[config.mk]
export PLATFORM = sky130hd
export DESIGN_NAME = display_scheduler
export DESIGN_NICKNAME = d
export VERILOG_FILES = /design/src/rtl/display_scheduler.sv
export SDC_FILE = /design/constraint.sdc
export NUM_CORES = 1
export LEC_CHECK = 0
export CAP_MARGIN = 20
export CELL_PAD_IN_SITES_DETAIL_PLACEMENT = 2
export CELL_PAD_IN_SITES_GLOBAL_PLACEMENT = 2
export CORE_UTILIZATION = 34
export DETAILED_ROUTE_END_ITERATION = 10
export PLACE_DENSITY_LB_ADDON = 0.1
export SLEW_MARGIN = 0
export SYNTH_ARGS = -nofsm -noshare
export SYNTH_HDL_FRONTEND = slang
export SYNTH_SLANG_ARGS = --single-unit
export TNS_END_PERCENT = 1
[constraint.sdc]
create_clock -name clk -period 6.5 [get_ports clk]
set_input_delay 0.975 -clock clk [delete_from_list [all_inputs] [get_ports clk]]
set_output_delay 0.975 -clock clk [all_outputs]
set_load 0.05 [all_outputs]
[src/rtl/display_scheduler.sv]
// Arbitrates the six-digit HEX display between operational, setup and timed-message sources.
// Packet latency 1 clk from req_x; message held MSG_HOLD_CYC cycles; msg_valid stalls while msg_ready=0.
// Optional DISPLAY_BLINK_EN: message blinks with half-period BLINK_HALF_CYC.

package display_scheduler_pkg;
    typedef logic [5:0][3:0] bcdPac_t;
    localparam bcdPac_t BCD_BLANK = {6{4'hB}};
endpackage

module display_scheduler
    import display_scheduler_pkg::*;
#(
    parameter int MSG_HOLD_CYC   = 100_000_000,
    parameter int BLINK_HALF_CYC = 25_000_000
) (
    input  logic    clk,
    input  logic    rst,
    input  logic    req_o,
    input  bcdPac_t bcd_o,
    input  logic    req_s,
    input  bcdPac_t bcd_s,
    input  logic    setup_active,
    input  logic    msg_valid,
    input  bcdPac_t msg_bcd,
    output logic    msg_ready,
    output logic    msg_done,
    output logic    enable_o,
    output logic    enable_s,
    output bcdPac_t bcd_packet_operacional,
    output bcdPac_t bcd_packet_setup
);

    localparam int MAX_CYC = (MSG_HOLD_CYC > BLINK_HALF_CYC) ? MSG_HOLD_CYC : BLINK_HALF_CYC;
    localparam int TW      = $clog2(MAX_CYC) + 1;

    typedef enum logic [2:0] {
        ST_IDLE,
        ST_OPER,
        ST_SETUP,
        ST_GAP,
        ST_MSG
    } state_t;

    state_t          state_q, state_d;
    state_t          tgt;
    logic [TW-1:0]   timer_q, timer_d;
    logic            seen_o_q, seen_o_d;
    logic            msg_ch_q, msg_ch_d;     // 1 = message rides the setup channel
    logic            msg_done_q, msg_done_d;
    logic            accept;
    logic            msg_visible;
    bcdPac_t         pkt_o_q, pkt_o_d;
    bcdPac_t         pkt_s_q, pkt_s_d;
    bcdPac_t         msg_pkt_q, msg_pkt_d;
    bcdPac_t         out_o_q, out_o_d;
    bcdPac_t         out_s_q, out_s_d;

    always_comb begin
        if (setup_active) begin
            tgt = ST_SETUP;
        end else if (seen_o_q) begin
            tgt = ST_OPER;
        end else begin
            tgt = ST_IDLE;
        end
    end

    assign msg_ready = (state_q != ST_MSG) && (state_q != ST_GAP);
    assign accept    = msg_valid && msg_ready;

    always_comb begin
        state_d    = state_q;
        timer_d    = timer_q;
        msg_ch_d   = msg_ch_q;
        msg_pkt_d  = msg_pkt_q;
        msg_done_d = 1'b0;
        seen_o_d   = seen_o_q | req_o;
        pkt_o_d    = req_o ? bcd_o : pkt_o_q;
        pkt_s_d    = req_s ? bcd_s : pkt_s_q;

        case (state_q)
            ST_IDLE, ST_OPER, ST_SETUP: begin
                if (accept) begin
                    state_d   = ST_MSG;
                    timer_d   = TW'(MSG_HOLD_CYC - 1);
                    msg_ch_d  = (state_q == ST_SETUP);
                    msg_pkt_d = msg_bcd;
                end else if (state_q == ST_IDLE) begin
                    state_d = tgt;
                end else if (state_q == ST_OPER) begin
                    if (tgt == ST_SETUP) state_d = ST_GAP;
                end else begin
                    // seen_o is sticky, so SETUP only ever hands over to OPER
                    if (tgt == ST_OPER) state_d = ST_GAP;
                end
            end
            ST_GAP: begin
                state_d = tgt;
            end
            ST_MSG: begin
                if (timer_q == '0) begin
                    msg_done_d = 1'b1;
                    if (tgt == ST_IDLE) begin
                        state_d = ST_IDLE;
                    end else if ((tgt == ST_SETUP) == msg_ch_q) begin
                        state_d = tgt;
                    end else begin
                        state_d = ST_GAP;
                    end
                end else begin
                    timer_d = timer_q - 1'b1;
                end
            end
            default: begin
                state_d = ST_IDLE;
            end
        endcase

        out_o_d = ((state_d == ST_MSG) && !msg_ch_d) ? msg_pkt_d : pkt_o_d;
        out_s_d = ((state_d == ST_MSG) &&  msg_ch_d) ? msg_pkt_d : pkt_s_d;
    end

    always_ff @(posedge clk or posedge rst) begin
        if (rst) begin
            state_q    <= ST_IDLE;
            timer_q    <= '0;
            seen_o_q   <= 1'b0;
            msg_ch_q   <= 1'b0;
            msg_done_q <= 1'b0;
            pkt_o_q    <= BCD_BLANK;
            pkt_s_q    <= BCD_BLANK;
            msg_pkt_q  <= BCD_BLANK;
            out_o_q    <= BCD_BLANK;
            out_s_q    <= BCD_BLANK;
        end else begin
            state_q    <= state_d;
            timer_q    <= timer_d;
            seen_o_q   <= seen_o_d;
            msg_ch_q   <= msg_ch_d;
            msg_done_q <= msg_done_d;
            pkt_o_q    <= pkt_o_d;
            pkt_s_q    <= pkt_s_d;
            msg_pkt_q  <= msg_pkt_d;
            out_o_q    <= out_o_d;
            out_s_q    <= out_s_d;
        end
    end

`ifdef DISPLAY_BLINK_EN
    logic          blink_vis_q, blink_vis_d;
    logic [TW-1:0] blink_cnt_q, blink_cnt_d;

    // Phase restarts visible on every accept; it only advances while the message is up.
    always_comb begin
        blink_vis_d = blink_vis_q;
        blink_cnt_d = blink_cnt_q;
        if (accept) begin
            blink_vis_d = 1'b1;
            blink_cnt_d = TW'(BLINK_HALF_CYC - 1);
        end else if (state_q == ST_MSG) begin
            if (blink_cnt_q == '0) begin
                blink_vis_d = ~blink_vis_q;
                blink_cnt_d = TW'(BLINK_HALF_CYC - 1);
            end else begin
                blink_cnt_d = blink_cnt_q - 1'b1;
            end
        end
    end

    always_ff @(posedge clk or posedge rst) begin
        if (rst) begin
            blink_vis_q <= 1'b1;
            blink_cnt_q <= '0;
        end else begin
            blink_vis_q <= blink_vis_d;
            blink_cnt_q <= blink_cnt_d;
        end
    end

    assign msg_visible = blink_vis_q;
`else
    assign msg_visible = 1'b1;
`endif

    assign enable_o = (state_q == ST_OPER)  || ((state_q == ST_MSG) && !msg_ch_q && msg_visible);
    assign enable_s = (state_q == ST_SETUP) || ((state_q == ST_MSG) &&  msg_ch_q && msg_visible);

    assign msg_done               = msg_done_q;
    assign bcd_packet_operacional = out_o_q;
    assign bcd_packet_setup       = out_s_q;

endmodule

# Word-level counts from Yosys, hierarchy flattened
# Index checks and enable logic that the tools add are counted.
# word_totals
register_bits	154
inputBits	78
out_inout_bits	52
word_cells	89
# op_classes
add_sub_neg	1
n_eq_ne	12
n_mux	24
n_bitwise	1
reduce_logical	16
# ops
cell	count
2-to-1 mux 24 bit	6
2-to-1 mux 28 bit	2
case mux 28 bit (2 select lines)	1
zero test 28 bit	1
subtractor 28 x 1 -> 28 bit, second input constant	1
2-to-1 mux 3 bit	9
equality test 3 x 2 -> 1 bit, second input constant	3
case mux 3 bit (3 select lines)	1
equality test 3 x 1 -> 1 bit, second input constant	2
equality test 3 bit, second input constant	2
logical AND 1 bit	6
zero test 3 bit	2
2-to-1 mux 1 bit	5
inequality test 2 bit, second input constant	2
inequality test 3 x 2 -> 1 bit, second input constant	1
inequality test 3 bit, second input constant	1
AND reduction 3 bit	1
OR reduction 3 bit	1
zero test 1 bit	2
logical OR 1 bit	2
nonzero test 2 bit	1
equality test 1 bit	1
OR 1 bit	1

# Depth between registers and ports, before layout
# Gate-level depths: netlist of run 1.
# depth
ltp_word	11
mapped_depth	9
ltp_nobuf	8

# Worst setup path after synthesis of run 1
# OpenSTA, ideal clock, no wires.
# synth_path
path_kind	register to register
startpoint	reg timer_q[0]
endpoint	reg out_o_q (netlist bit bcd_packet_operacional[10])
setup_ps	125
t_arrival_ps	2607
t_required_ps	6375
slack_ps	3769
path_stages_with_launch	10
path_buffers	2
synth_period_minus_slack_ps	2731
path_cell_list	dfrtp_1 inv_1 ha_1 or4b_2 nor4_4 o21ai_1 buf_2 nand2_1 buf_4 mux2_2
# synth_lines
element	line	source
start, declared	46	logic [TW-1:0] timer_q, timer_d;
start signal, assigned	137	timer_q <= timer_d;
end signal, assigned	144	out_o_q <= out_o_d;
end, declared	55	bcdPac_t out_o_q, out_o_d;

==> impl_metrics.env, run 1 <==
export IMPL_outcome="finished clean"
export IMPL_crit_type="register to register"
export IMPL_min_period_over_period_pct=60.2
export IMPL_drc=0
export IMPL_cts_resized=0
export IMPL_antenna_found_initial=1
export IMPL_die_x_um=140
export IMPL_core_area_mm2=0.0187
export IMPL_boundaryPins=130
export IMPL_gr_total_overflow=0
export IMPL_reg2reg_slack_ns=2.59
export IMPL_cts_setup_buffers=0
export IMPL_syn_inst=508
export IMPL_final_common_cell="clkdlybuf4s50_1"
export IMPL_finalSetupTns_ns=0
export IMPL_vias=4375
export IMPL_path_max_fanout=29
export IMPL_area_growth_pct=32.5
export IMPL_drtIter0Drc=88
export IMPL_layout_min_cycle_time_ns=3.91
export IMPL_holdPathStages=1
export IMPL_slew_viol_final=0
export IMPL_worstPathRequired_ns=6.81
export IMPL_hold_violations=0
export IMPL_setup_viol=0
export IMPL_cts_tree="yes"
export IMPL_clock_sinks=154
export IMPL_first_pass_iters=4
export IMPL_hold_end="pkt_o_q[10]"
export IMPL_maxCapViolCount=0
export IMPL_clock_latency_ns=0.43
export IMPL_wire_per_inst_um=20.1
export IMPL_ant_nets=0
export IMPL_worst_slew_pin_slew_ns=0.998
export IMPL_place_gp_congestion=0.700
export IMPL_synth_area_top_cells="dfstp_2, dfrtp_1, mux2_2, a21oi_1, mux2i_1"
export IMPL_routed_wl_mm=17.7
export IMPL_ys_warn_count=0
export IMPL_grt_max_degree=110
export IMPL_rows=50
export IMPL_relSlewSlack_pct=32.9
export IMPL_powerDensity_mw_per_mm2=491
export IMPL_grt_pass1_vias=5125
export IMPL_r2r_start="timer_q[14]"
export IMPL_die_y_um=140
export IMPL_synth_area_mm2=0.00648
export IMPL_clockBufferDepth=2
export IMPL_hold_path_class="register to register"
export IMPL_start_kind="register"
export IMPL_holdBufCountCts=0
export IMPL_rsz0062_at_grt="no"
export IMPL_syn_area_per_cell_um2=12.8
export IMPL_finalPower_mw=4.21
export IMPL_whs_ns=0.498
export IMPL_reg2reg_depth=8
export IMPL_path_clk_slew_ns=0.07
export IMPL_place_ws_ns=2.53
export IMPL_ys_seq_area_share_pct=61.2
export IMPL_synthDistinctLibCells=47
export IMPL_vias_per_cell=4.96
export IMPL_initial_core_util_pct=34.6
export IMPL_fmax_mhz=255
export IMPL_fin_ws_ns=2.59
export IMPL_htree_levels=4
export IMPL_io_buffers=129
export IMPL_dpl_hpwl_mm=11.9
export IMPL_nFillCells=1861
export IMPL_grt_usage_pct=19.4
export IMPL_ctsRootBufferMaster="clkbuf_16"
export IMPL_synth_top_cell_area_share_pct=36.5
export IMPL_r2r_end="bcd_packet_operacional[22]"
export IMPL_synth_seq_cells=154
export IMPL_ir_drop_mv=0.228
export IMPL_cp_data_arrival_time_ns=4.23
export IMPL_cts_buffers=17
export IMPL_grt_pass1_wl_mm=28.5
export IMPL_layout_drive_gt1_share_pct=33.1
export IMPL_cp_end_kind="register"
export IMPL_skew_ns=0.0148
export IMPL_synth_fp_nets=588
export IMPL_layout_common_cells="clkdlybuf4s50_1, dfstp_2, mux2_2"
export IMPL_holdCritStartpoint="pkt_o_q[10]"
export IMPL_dieArea_mm2=0.0196
export IMPL_leakage_nw=3.45
export IMPL_synth_area_leader_cell="dfstp_2"
export IMPL_nets=714
## synthesized netlist by cell type, drive strengths merged
master,n
or3b,2
mux2,72
a21oi,55
o31ai,4
clkbuf,15
o2bb2ai,1
buf,14
nor3,11
ha,2
nand3b,1
or2,2
a31oi,2
nand2,19
dfrtp,64
or4b,2
inv,29
clkinv,1
or3,7
a21o,1
nand4b,1
o41ai,1
dfstp,90
nor4b,4
o211ai,3
o21ai,5
nor3b,2
nand2b,6
nor4,12
nand4,2
nor2,22
nor2b,2
xnor2,18
and2,1
mux2i,25
or4,2
nand3,6
and3,1
o22ai,1
## final cells by class
class / instances / area (um2) / share of cell area, %
antenna: 1 / 2.50 / 0.0291
clock buffer: 19 / 453 / 5.28
inverter: 30 / 118 / 1.37
clock inverter: 13 / 131 / 1.53
tap: 234 / 293 / 3.41
multi-input combinational: 295 / 2260 / 26.3
timing repair buffer: 136 / 1360 / 15.9
sequential: 154 / 3970 / 46.2
## metrics by stage
stage,util [%],std cells,cell area [um2]
CTS,45.7,880,8560
finish,45.9,882,8590
global route,45.9,881,8580
detailed placement,42.6,848,7970
global placement,42.6,848,7970
floorplan,-,508,6480
## per-layer routing
metal | global-route usage (%) | wire, um | vias up
met4 | 7.81 | 347 | 0
met2 | 35.3 | 9310 | 73
li1 | - | - | 2007
met1 | 21.2 | 7220 | 2276
met5 | 0 | 0 | -
met3 | 5.64 | 859 | 19
## logic make-up (layout without fill, tap and decap cells)
kind of cell    Yosys count  count (layout)  share of synthesized area [%]
flops                   154             154                           61.2
simple gates            105             105                           9.44
mux                      97              97                           16.4
compound gates           73              73                           6.12
buf+inv                  59             198                           4.04
xor+xnor                 18              18                           2.43
fa+ha+maj                 2               2                          0.386
other cells               0               1                              0
## where the power goes
part / switching [mW] / internal (mW)
registers: 0.116 / 1.37
logic: 1.15 / 0.606
clock network: 0.445 / 0.526
total: 1.71 / 2.50
## critical path, stage by stage, from the launching register on
cell and delay, ns:
dfrtp_1 0.44, nor4_1 0.70, nand3_1 0.28, nor4_4 0.82
o21ai_2 0.06, buf_4 0.27, nand2_1 0.43, buf_4 0.40
mux2_2 0.38
## worst max path at each step
stage / end / from / cells after the start / slack, ns
after global placement: bcd_packet_operacional[22] / timer_q[14] / 8 / 2.62
after floorplan: bcd_packet_operacional[10] / rst / 1 / 1.52
after detailed placement: bcd_packet_operacional[6] / timer_q[14] / 8 / 2.53
final: bcd_packet_operacional[22] / timer_q[14] / 8 / 2.59
after CTS: bcd_packet_operacional[22] / timer_q[14] / 8 / 2.51
after global routing: bcd_packet_operacional[22] / timer_q[14] / 8 / 2.18
## state kept, by name (all words and copies together) (netlist names)
| register | count |
|---|---|
| msg_pkt_q | 24 |
| pkt_o_q | 24 |
| timer_q | 28 |
| msg_ch_q | 1 |
| pkt_s_q | 24 |
| msg_done | 1 |
| bcd_packet_setup | 24 |
| seen_o_q | 1 |
| bcd_packet_operacional | 24 |
| state_q | 3 |
Power figures use the tool's default switching activity.
==> run 2, diff against run 1 <==
--- a/config.mk
+++ b/config.mk
@@ -8,7 +8,7 @@
 export CAP_MARGIN = 20
 export CELL_PAD_IN_SITES_DETAIL_PLACEMENT = 2
 export CELL_PAD_IN_SITES_GLOBAL_PLACEMENT = 2
-export CORE_UTILIZATION = 34
+export CORE_UTILIZATION = 31
 export DETAILED_ROUTE_END_ITERATION = 10
 export PLACE_DENSITY_LB_ADDON = 0.1
 export SLEW_MARGIN = 0
==> constraint.sdc (replaced) <==
create_clock -name clk -period 3.58 [get_ports clk]
set_input_delay 0.537 -clock clk [delete_from_list [all_inputs] [get_ports clk]]
set_output_delay 0.537 -clock clk [all_outputs]
set_load 0.05 [all_outputs]
==> impl_metrics.env, run 2 (synthesized netlist as in run 1, its figures left out) <==
export IMPL_relSlewSlack_pct=41.5
export IMPL_area_growth_pct=34.6
export IMPL_finalPower_mw=7.73
export IMPL_cp_data_arrival_time_ns=3.12
export IMPL_worst_slew_pin_slew_ns=0.876
export IMPL_start_kind="register"
export IMPL_regMostFlops="timer_q"
export IMPL_cp_end_kind="register"
export IMPL_largest_register_ff_count=28
export IMPL_maxCapViolCount=0
export IMPL_dpl_hpwl_mm=12.6
export IMPL_antenna_found_initial=0
export IMPL_skew_ns=0.00870
export IMPL_drc=0
export IMPL_holdPathStages=1
export IMPL_core_area_mm2=0.0204
export IMPL_nets=722
export IMPL_cts_buffers=17
export IMPL_hold_violations=0
export IMPL_grt_max_degree=54
export IMPL_rsz0062_at_grt="no"
export IMPL_first_pass_iters=4
export IMPL_io_buffers=129
export IMPL_holdBufCountCts=0
export IMPL_clock_latency_ns=0.42
export IMPL_layout_drive_gt1_share_pct=33.7
export IMPL_slew_viol_final=0
export IMPL_hold_path_class="register to register"
export IMPL_leakage_nw=3.50
export IMPL_grt_usage_pct=18.2
export IMPL_place_gp_congestion=0.747
export IMPL_path_max_fanout=16
export IMPL_drtIter0Drc=112
export IMPL_initial_core_util_pct=31.8
export IMPL_ir_drop_mv=0.354
export IMPL_outcome="finished clean"
export IMPL_ant_nets=0
export IMPL_clockBufferDepth=2
export IMPL_path_clk_slew_ns=0.06
export IMPL_finalSetupTns_ns=0
export IMPL_worstPathRequired_ns=3.87
export IMPL_grt_pass1_wl_mm=29.6
export IMPL_cts_resized=0
export IMPL_routed_wl_mm=18.2
export IMPL_setup_viol=0
export IMPL_dieArea_mm2=0.0215
export IMPL_final_common_cell="clkdlybuf4s50_1"
export IMPL_die_y_um=147
export IMPL_grt_pass1_vias=5283
export IMPL_cts_setup_buffers=0
export IMPL_htree_levels=4
export IMPL_layout_min_cycle_time_ns=2.83
export IMPL_rows=52
export IMPL_boundaryPins=130
export IMPL_vias_per_cell=4.77
export IMPL_reg2reg_slack_ns=0.75
export IMPL_vias=4409
export IMPL_die_x_um=147
export IMPL_gr_total_overflow=0
export IMPL_fmax_mhz=353
export IMPL_ctsRootBufferMaster="clkbuf_16"
export IMPL_wire_per_inst_um=19.7
export IMPL_layout_common_cells="clkdlybuf4s50_1, dfstp_2, mux2_2"
export IMPL_min_period_over_period_pct=79.0
export IMPL_clock_sinks=154
export IMPL_reg2reg_depth=8
export IMPL_diodes=0
export IMPL_crit_type="register to register"
export IMPL_powerDensity_mw_per_mm2=886
export IMPL_cts_tree="yes"
==> run 2: changes by cell type in the layout (fill, tap and decap cells not counted), sizes merged, moves of 2 or more <==
cell	before	now
buf	7	15
clkinv	7	3
bufinv	0	2
clkinvlp	2	4
==> run 2: critical path: stages, from the launching register on <==
cell,delay [ns]
dfrtp_1,0.41
inv_1,0.11
ha_1,0.17
or4b_2,0.63
nor4_4,0.35
buf_4,0.28
or4b_4,0.24
nor3_1,0.06
or3b_2,0.45
==> run 2: final timing paths <==
check / startpoint / end
max: timer_q[0] / timer_q[15]
min reg2reg: pkt_s_q[10] / pkt_s_q[10]
max reg2reg: timer_q[0] / timer_q[15]
min: pkt_s_q[10] / pkt_s_q[10]
max in group asynchronous: rst / bcd_packet_operacional[12]
min in group asynchronous: rst / pkt_o_q[22]
==> run 2: metal layers <==
layer	up-vias	global-route usage (%)	share of wire, %
met2	76	31.8	53
met1	2296	21.2	41
li1	2023	-	-
met4	0	5.05	1.0
met5	-	0	0
met3	14	6.03	5.6
==> run 2: power by group <==
group | switching, mW | internal (mW) | total (mW)
clock network | 0.770 | 1.05 | 1.82
registers | 0.207 | 2.49 | 2.70
logic | 2.10 | 1.12 | 3.21
==> run 2: metrics by stage <==
| stage | cell area (um2) | setup slack (ns) | hold slack (ns) | instances | utilization, % |
|---|---|---|---|---|---|
| global route | 8720 | 0.624 | 0.516 | 925 | 42.8 |
| detailed placement | 8130 | 0.746 | 0.488 | 893 | 39.9 |
| CTS | 8720 | 0.724 | 0.502 | 925 | 42.8 |
| global placement | 8130 | 0.851 | 0.476 | 893 | 39.9 |
| floorplan | 6480 | 0.849 | 0.452 | 508 | - |
| finish | 8720 | 0.751 | 0.497 | 925 | 42.8 |
==> run 2: layout make-up <==
class,count,area (um2)
inverters,30,116
flip-flops and latches,154,3970
multi-input cells,295,2260
well taps,270,338
clock inverters,14,163
clock buffers,18,429
repair buffers,144,1450
fillers,2044,11600
